`config.mk`:
```
export PLATFORM = sky130hd
export DESIGN_NAME = switch_allocator
export DESIGN_NICKNAME = d
export VERILOG_FILES = /design/src/rtl/switch_allocator.sv
export SDC_FILE = /design/constraint.sdc
export NUM_CORES = 1
export LEC_CHECK = 0
export ABC_AREA = 1
export CAP_MARGIN = 40
export CORE_MARGIN = 2
export CORE_UTILIZATION = 45
export DETAILED_ROUTE_END_ITERATION = 12
export PLACE_DENSITY = 0.76
export SLEW_MARGIN = 20
export SYNTH_ARGS = -nofsm -noshare
export SYNTH_HDL_FRONTEND = slang
export SYNTH_SLANG_ARGS = --single-unit
```
`constraint.sdc`:
```
create_clock -name i_clk -period 8.77 [get_ports i_clk]
set_input_delay 1.3155 -clock i_clk [delete_from_list [all_inputs] [get_ports i_clk]]
set_output_delay 1.3155 -clock i_clk [all_outputs]
set_load 0.005 [all_outputs]
```
`src/rtl/switch_allocator.sv`:
```
// ============================================================================
//  Module   : switch_allocator
//  Purpose  : Wormhole output-port allocator. Each output has its own
//             round-robin arbiter and holds a lock on the winning input
//             until that packet's tail flit has been granted.
//  Options  : `define SA_GRANT_CNT_EN adds saturating per-output flit counters
//  Revision : 1.0  initial release
// ============================================================================
`default_nettype none

module switch_allocator #(
  parameter  int N_PORTS = 5,
  parameter  int CNT_W   = 16,
  localparam int SEL_W   = (N_PORTS > 1) ? $clog2(N_PORTS) : 1
) (
  input  logic                              i_clk,
  input  logic                              i_reset,
  input  logic [0:N_PORTS-1][0:N_PORTS-1]   i_req,
  input  logic [0:N_PORTS-1]                i_tail,
  input  logic [0:N_PORTS-1]                i_out_ready,
  output logic [0:N_PORTS-1][0:N_PORTS-1]   o_grant,
  output logic [0:N_PORTS-1]                o_in_grant,
  output logic [0:N_PORTS-1]                o_out_valid,
  output logic [0:N_PORTS-1][SEL_W-1:0]     o_xbar_sel,
  output logic [0:N_PORTS-1][CNT_W-1:0]     o_grant_cnt
);

  typedef enum logic [0:0] {
    ST_IDLE   = 1'b0,
    ST_LOCKED = 1'b1
  } state_e;

  state_e           state_q [N_PORTS];
  state_e           state_d [N_PORTS];
  logic [SEL_W-1:0] owner_q [N_PORTS];
  logic [SEL_W-1:0] owner_d [N_PORTS];
  logic [SEL_W-1:0] ptr_q   [N_PORTS];
  logic [SEL_W-1:0] ptr_d   [N_PORTS];

  logic [0:N_PORTS-1][0:N_PORTS-1] w_req_eff;
  logic [0:N_PORTS-1]              w_win_vld;
  logic [SEL_W-1:0]                w_win [N_PORTS];

  // A malformed multi-hot request row keeps only its lowest-index output.
  always_comb begin
    logic w_seen;
    w_req_eff = '0;
    w_seen    = 1'b0;
    for (int i = 0; i < N_PORTS; i++) begin
      w_seen = 1'b0;
      for (int o = 0; o < N_PORTS; o++) begin
        w_req_eff[i][o] = i_req[i][o] && !w_seen;
        w_seen          = w_seen | i_req[i][o];
      end
    end
  end

  always_comb begin
    int idx;
    idx = 0;
    for (int o = 0; o < N_PORTS; o++) begin
      w_win_vld[o] = 1'b0;
      w_win[o]     = '0;
      if (!i_reset && i_out_ready[o]) begin
        if (state_q[o] == ST_LOCKED) begin
          if (w_req_eff[owner_q[o]][o]) begin
            w_win_vld[o] = 1'b1;
            w_win[o]     = owner_q[o];
          end
        end else begin
          // Scan downwards so the candidate closest to the pointer is written last.
          for (int k = N_PORTS - 1; k >= 0; k--) begin
            idx = int'(ptr_q[o]) + k;
            if (idx >= N_PORTS) idx = idx - N_PORTS;
            if (w_req_eff[idx][o]) begin
              w_win_vld[o] = 1'b1;
              w_win[o]     = SEL_W'(idx);
            end
          end
        end
      end
    end
  end

  always_comb begin
    o_grant    = '0;
    o_in_grant = '0;
    for (int o = 0; o < N_PORTS; o++) begin
      o_out_valid[o] = w_win_vld[o];
      o_xbar_sel[o]  = w_win_vld[o] ? w_win[o] : '0;
      for (int i = 0; i < N_PORTS; i++) begin
        o_grant[i][o] = w_win_vld[o] && (w_win[o] == SEL_W'(i));
      end
    end
    for (int i = 0; i < N_PORTS; i++) begin
      o_in_grant[i] = |o_grant[i];
    end
  end

  always_comb begin
    for (int o = 0; o < N_PORTS; o++) begin
      state_d[o] = state_q[o];
      owner_d[o] = owner_q[o];
      ptr_d[o]   = ptr_q[o];
      if (w_win_vld[o]) begin
        if (i_tail[w_win[o]]) begin
          state_d[o] = ST_IDLE;
          ptr_d[o]   = (w_win[o] == SEL_W'(N_PORTS - 1)) ? '0 : w_win[o] + 1'b1;
        end else begin
          state_d[o] = ST_LOCKED;
          owner_d[o] = w_win[o];
        end
      end
    end
  end

  always_ff @(posedge i_clk) begin
    for (int o = 0; o < N_PORTS; o++) begin
      if (i_reset) begin
        state_q[o] <= ST_IDLE;
        owner_q[o] <= '0;
        ptr_q[o]   <= '0;
      end else begin
        state_q[o] <= state_d[o];
        owner_q[o] <= owner_d[o];
        ptr_q[o]   <= ptr_d[o];
      end
    end
  end

`ifdef SA_GRANT_CNT_EN
  logic [CNT_W-1:0] cnt_q [N_PORTS];

  always_ff @(posedge i_clk) begin
    for (int o = 0; o < N_PORTS; o++) begin
      if (i_reset) begin
        cnt_q[o] <= '0;
      end else if (o_out_valid[o] && (cnt_q[o] != {CNT_W{1'b1}})) begin
        cnt_q[o] <= cnt_q[o] + 1'b1;
      end
    end
  end

  always_comb begin
    for (int o = 0; o < N_PORTS; o++) begin
      o_grant_cnt[o] = cnt_q[o];
    end
  end
`else
  assign o_grant_cnt = '0;
`endif

endmodule

`default_nettype wire

```
# Yosys cells after proc, flatten, opt, wreduce, memory -nomap -nowiden
# Memories as Yosys holds them, arrays and structs flattened.
# Index checks and enable logic that the tools add are counted.
[word_totals] register_bits=0 latchBits=0 ram_bits=35 rom_bits=0 input_bits=37 out_inout_bits=130 mem_count=3
[op_classes] n_addsub=50 mul=0 div=0 order_cmp=60 n_eq_ne=20 shifts=0 n_mux=318 n_bitwise=65 reduce_logical=81
[mem_list] memory="owner_q" depth=5 word_bits=3 rd=5 rd_clocked_by_memory_dff=0 wr=5 line="35" text="logic [SEL_W-1:0] owner_q [N_PORTS];"
[mem_list] memory="ptr_q" depth=5 word_bits=3 rd=5 rd_clocked_by_memory_dff=0 wr=5 line="37" text="logic [SEL_W-1:0] ptr_q [N_PORTS];"
[mem_list] memory="state_q" depth=5 word_bits=1 rd=5 rd_clocked_by_memory_dff=0 wr=5 line="33" text="state_e state_q [N_PORTS];"
[ops] op="32-bit 2-to-1 mux" count=75
[ops] op="32-bit by 4-bit >= comparator with 1-bit output, second input constant" count=25
[ops] op="32-bit inverter" count=25
[ops] op="5-bit binary-select mux with 3-bit select" count=30
[ops] op="3-bit 2-to-1 mux" count=92
[ops] op="4-bit by 3-bit subtractor with 5-bit output, second input constant" count=20
[ops] op="4-bit by 3-bit >= comparator with 1-bit output, second input constant" count=20
[ops] op="1-bit 2-to-1 mux" count=80
[ops] op="5-bit 2-to-1 mux" count=12
[ops] op="1-bit logical AND" count=50
[ops] op="4-bit 2-to-1 mux" count=12
[ops] op="3-bit by 2-bit adder with 4-bit output, second input constant" count=10
[ops] op="4-bit >= comparator, second input constant" count=10
[ops] op="3-bit inverter with 4-bit output" count=10
[ops] op="3-bit by 2-bit equality test with 1-bit output, second input constant" count=10
[ops] op="1-bit bitwise OR" count=30
[ops] op="5-bit OR reduction" count=5
[ops] op="2-bit 2-to-1 mux" count=12
[ops] op="1-bit logical NOT" count=21
[ops] op="3-bit by 1-bit adder with 4-bit output, second input constant" count=5
[ops] op="3-bit by 3-bit adder with 4-bit output, second input constant" count=5
[ops] op="3-bit by 3-bit subtractor with 4-bit output, second input constant" count=5
[ops] op="3-bit by 1-bit adder with 3-bit output, second input constant" count=5
[ops] op="1-bit binary-select mux with 3-bit select" count=5
[ops] op="4 further kinds" count=20

# Depth between registers and ports, before layout
# An unclocked memory read counts as a cell.
[logic_depth] ltp_word=24 mapped_depth=30

# Worst setup path before layout
# No wires, ideal clock.
[synth_timing] path_kind="input port to output port" from="input port i_req[19] in the netlist's numbering" to="output port o_in_grant[3] in the netlist's numbering" arrival_time_ns=3.518 required_ns=7.455 path_slack_ns=3.937 path_stages=21 path_buffers=1 path_cell_list="buf_2 -> nor3_1 -> nand2_1 -> a21oi_1 -> o21ai_0 -> nand3_1 -> nand2_1 -> nor2_1 -> nor2_1 -> o21ai_1 -> nand2_1 -> nand2_1 -> nand2_1 -> nand2_2 -> inv_1 -> ha_1 -> ha_1 -> inv_1 -> nor2_1 -> nor4_1 -> nand2_1"
[synth_lines] item="start, declared" line="18" text="input logic [0:N_PORTS-1][0:N_PORTS-1] i_req,"
[synth_lines] item="end, declared" line="22" text="output logic [0:N_PORTS-1] o_in_grant,"

==> results.json <==
{
  "slowest_stage": "clkdlybuf4s50_1",
  "hold_path_class": "flop to flop",
  "seqPwrFrac_pct": 8.6,
  "power.ir.vdd_worst_mv": 0.2641,
  "number_of_global_route_vias_before_repair": 8101,
  "worst_case_clock_buffer_depth": 2,
  "internal_power_mw": 1.348,
  "fin_crit_sh_pct": 74.68,
  "top_layer": "met4",
  "worst-slew-pin-transition_ps": 817.8,
  "timing.critical_path.slowest_cell_delay_ps": 640,
  "die-height_um": 139.6,
  "slew-limit-headroom_pct": 45.06,
  "wire_per_inst_um": 13.60,
  "drive_gt1_share_pct": 6.150,
  "worst-path-buf-inv": 4,
  "cp_data_arrival_time_ps": 5230,
  "post_route_setup_tns_ps": 0,
  "via_count": 9318,
  "clock_power_share_pct": 6.4,
  "critical_path.cell_chain": "clkdlybuf4s50_1 > nor3_1 > nand2_1 > nand2_1 > nand3b_1 > nand3_1 > nand2_1 > nand2_1 > nor2_1 > o21ai_1 > nand2_1 > nand2_1 > nand2_1 > nand2_2 > inv_1 > ha_1 > ha_1 > inv_1 > nor2_1 > nor4_1 > nand2_1 > clkdlybuf4s50_1",
  "drt_wl_total_mm": 24.35,
  "lkg_pwr_nw": 5.061,
  "cp-start-kind": "input port",
  "timing.setup.critical_path_class": "input port to primary output",
  "power_per_cell_area_nw_per_um2": 360.0,
  "hold_buffers": 0,
  "async_flop_share_pct": 0,
  "worst-endpoint-required_ps": 7450,
  "synth_sequential_area_ratio_pct": 8.466,
  "postSynthAreaPerCell_um2": 5.581,
  "grt_antenna_before_repair": 0,
  "number_of_clock_sinks": 35,
  "core_um2": 18020,
  "n_antenna_cell": 0,
  "rsz0062_at_grt": "false",
  "critPathMaxFanout": 9,
  "drcViolationCount": 0,
  "p_sw_mw": 1.967,
  "globalplace.congestion": 0.9967,
  "met2_length_mm": 10.77,
  "cts_tree": "done",
  "root_buffer": "clkbuf_16",
  "num-nets-final": 1674,
  "number_of_instances_in_the_synthesized_netlist": 1483,
  "routedLengthMet1_mm": 11.34,
  "cp_common_cell": "nand2_1",
  "design_area_um2": 9209,
  "area_enclosed_by_the_die_boundary_um2": 19490,
  "synth_enable_flop_cells": 0,
  "share_comb_of_total_power_pct": 85.0,
  "insertion_delay_ps": 280,
  "final_period_minus_worst_setup_slack_ps": 6549,
  "place_area_um2": 9035,
  "number_of_search_and_repair_iterations_in_the_first_detailed_routing_pass": 6,
  "count_of_yosys_warnings_during_synthesis": 0,
  "synth.cell_area_um2": 8277,
  "first_pass_grt_wire_length_mm": 39.43,
  "clkSlewWorstSetupHoldPaths_ps": 60,
  "area_delta_synth_final_pct": 11.26,
  "track_usage_pct": 24.08,
  "max_clock_skew_ps": 2.793,
  "io-pin-count": 167,
  "place.port_buffers": 86,
  "cpLargestDelayFamily": "simple AND/OR/NAND/NOR gates",
  "cts.repair.resized": 0,
  "cts_htree_levels": 2,
  "worstSetupEndpointType": "primary output",
  "overflow": 0,
  "max_freq_mhz": 152.7,
  "outcome": "finished, final reports clean",
  "die_width_um": 139.6,
  "drtIter0Drc": 658,
  "met3_wirelength_mm": 1.730,
  "pin_count_of_the_biggest_net_entering_global_routing": 27,
  "dp_hpwl_mm": 19.86,
  "swShare_pct": 59.33,
  "cts_inserted_buffers": 5,
  "drt.antenna.violating_nets": 0,
  "maxCapViolCount": 0,
  "start_util_pct": 45.92,
  "hold_violations": 0,
  "rows": 49,
  "synth_seq_cells": 35,
  "post_synth_num_cell_types": 48,
  "cts_setup_buffers": 0,
  "final-setup-viol-count": 0,
  "ys_dominant_reg_cell": "dfxtp_1",
  "vias_per_cell": 5.206,
  "report.final.slew_viol_count": 0
}
-- power by group through the flow --
stage | registers, mW | logic (mW) | clock network (mW)
floorplan | 0.251 | 2.13 | 0
global placement | 0.286 | 2.76 | 0
detailed placement | 0.287 | 2.77 | 0
CTS | 0.283 | 2.79 | 0.212
global route | 0.295 | 3.20 | 0.221
finish | 0.284 | 2.82 | 0.212
-- path summary, 6_finish.rpt --
path | from | end | slack (ps) | cells after the start
max | i_req[9] | o_in_grant[3] | 2220 | 22
min | owner_q[3][2]$_SDFFE_PP0P_ | owner_q[3][2]$_SDFFE_PP0P_ | 490 | 2
max reg2reg | ptr_q[3][0]$_SDFFE_PP0P_ | ptr_q[3][2]$_SDFFE_PP0P_ | 4390 | 24
min reg2reg | owner_q[3][2]$_SDFFE_PP0P_ | owner_q[3][2]$_SDFFE_PP0P_ | 490 | 2
-- placed cells by master (no fill, tap or decap), types with 23 or more instances in the layout --
cell,n
nor3_1,23
nand4_1,30
nand2_1,451
nor2_1,115
nand2_2,31
conb_1,80
o21ai_0,59
dfxtp_1,35
a21oi_1,45
clkdlybuf4s50_1,86
ha_1,77
nand3_1,161
inv_1,203
-- metal layers --
metal,vias up,GRT usage (%)
met5,-,0
met4,0,5.789
met3,30,2.753
met2,390,38.88
met1,4127,34.35
li1,4771,-
-- cells in the mapped netlist (all sizes together), types with 2 or more instances --
cell    count  area share, %
a21oi      50            3.3
a31oi       3           0.23
buf        93            8.2
clkbuf      4           0.20
clkinv      4           0.20
dfxtp      35            8.5
ha         77             12
inv       212            9.6
nand2     487             23
nand2b      2           0.15
nand3     180             12
nand3b      8           0.73
nand4      31            2.4
nor2      119            5.6
nor3       23            1.4
nor4        6           0.45
o211ai     19            1.7
o21ai      79            5.0
o22ai       3           0.23
o31ai       4           0.36
or2        10           0.76
xnor2       4           0.42
xor2       23            2.6
-- cell type report --
class | count | area [um^2]
Fill cell | 1881 | 8816
Multi-Input combinational cell | 1214 | 6362
Timing Repair Buffer | 88 | 873.3
Inverter | 216 | 812.0
Sequential cell | 35 | 700.7
Tap cell | 229 | 286.5
Clock buffer | 6 | 138.9
Clock inverter | 2 | 35.03
-- cells by family after synthesis --
kind of cell | count (synthesis) | share of synthesized area, %
compound gates | 163 | 11.34
xor+xnor | 27 | 3.039
fa+ha+maj | 77 | 11.64
buf+inv | 313 | 18.25
flops | 35 | 8.466
other cells | 1 | 0.04531
simple gates | 867 | 47.23
-- through the flow --
| step | power, mW | cells | hold WS [ps] | utilization, % | setup WS (ps) |
|---|---|---|---|---|---|
| 3_3_place_gp | 3.042 | 1781 | 474.3 | 50.10 | 2324 |
| 6_report | 3.315 | 1790 | 491.8 | 51.09 | 2221 |
| 5_1_grt | 3.720 | 1790 | 508.6 | 51.09 | 1963 |
| 2_1_floorplan | 2.378 | 1562 | 454.8 | - | 3937 |
| 4_1_cts | 3.285 | 1790 | 491.5 | 51.09 | 2231 |
| 3_5_place_dp | 3.061 | 1782 | 482.0 | 50.12 | 2290 |
-- registers in the layout, indices dropped and copies added, names as in the netlist --
name / count
owner_q: 15
ptr_q: 15
state_q: 5
-- worst reg2reg max path: cells and delay by family (launching register included) --
kind	cells	cell delay, ps
AO/OA/AOI/OAI	3	550
adder cells (fa/ha/maj)	3	930
buffers and inverters	4	760
flip-flops	1	730
AND/OR/NAND/NOR	14	1350
No activity file was read; power rests on OpenSTA's default activity.
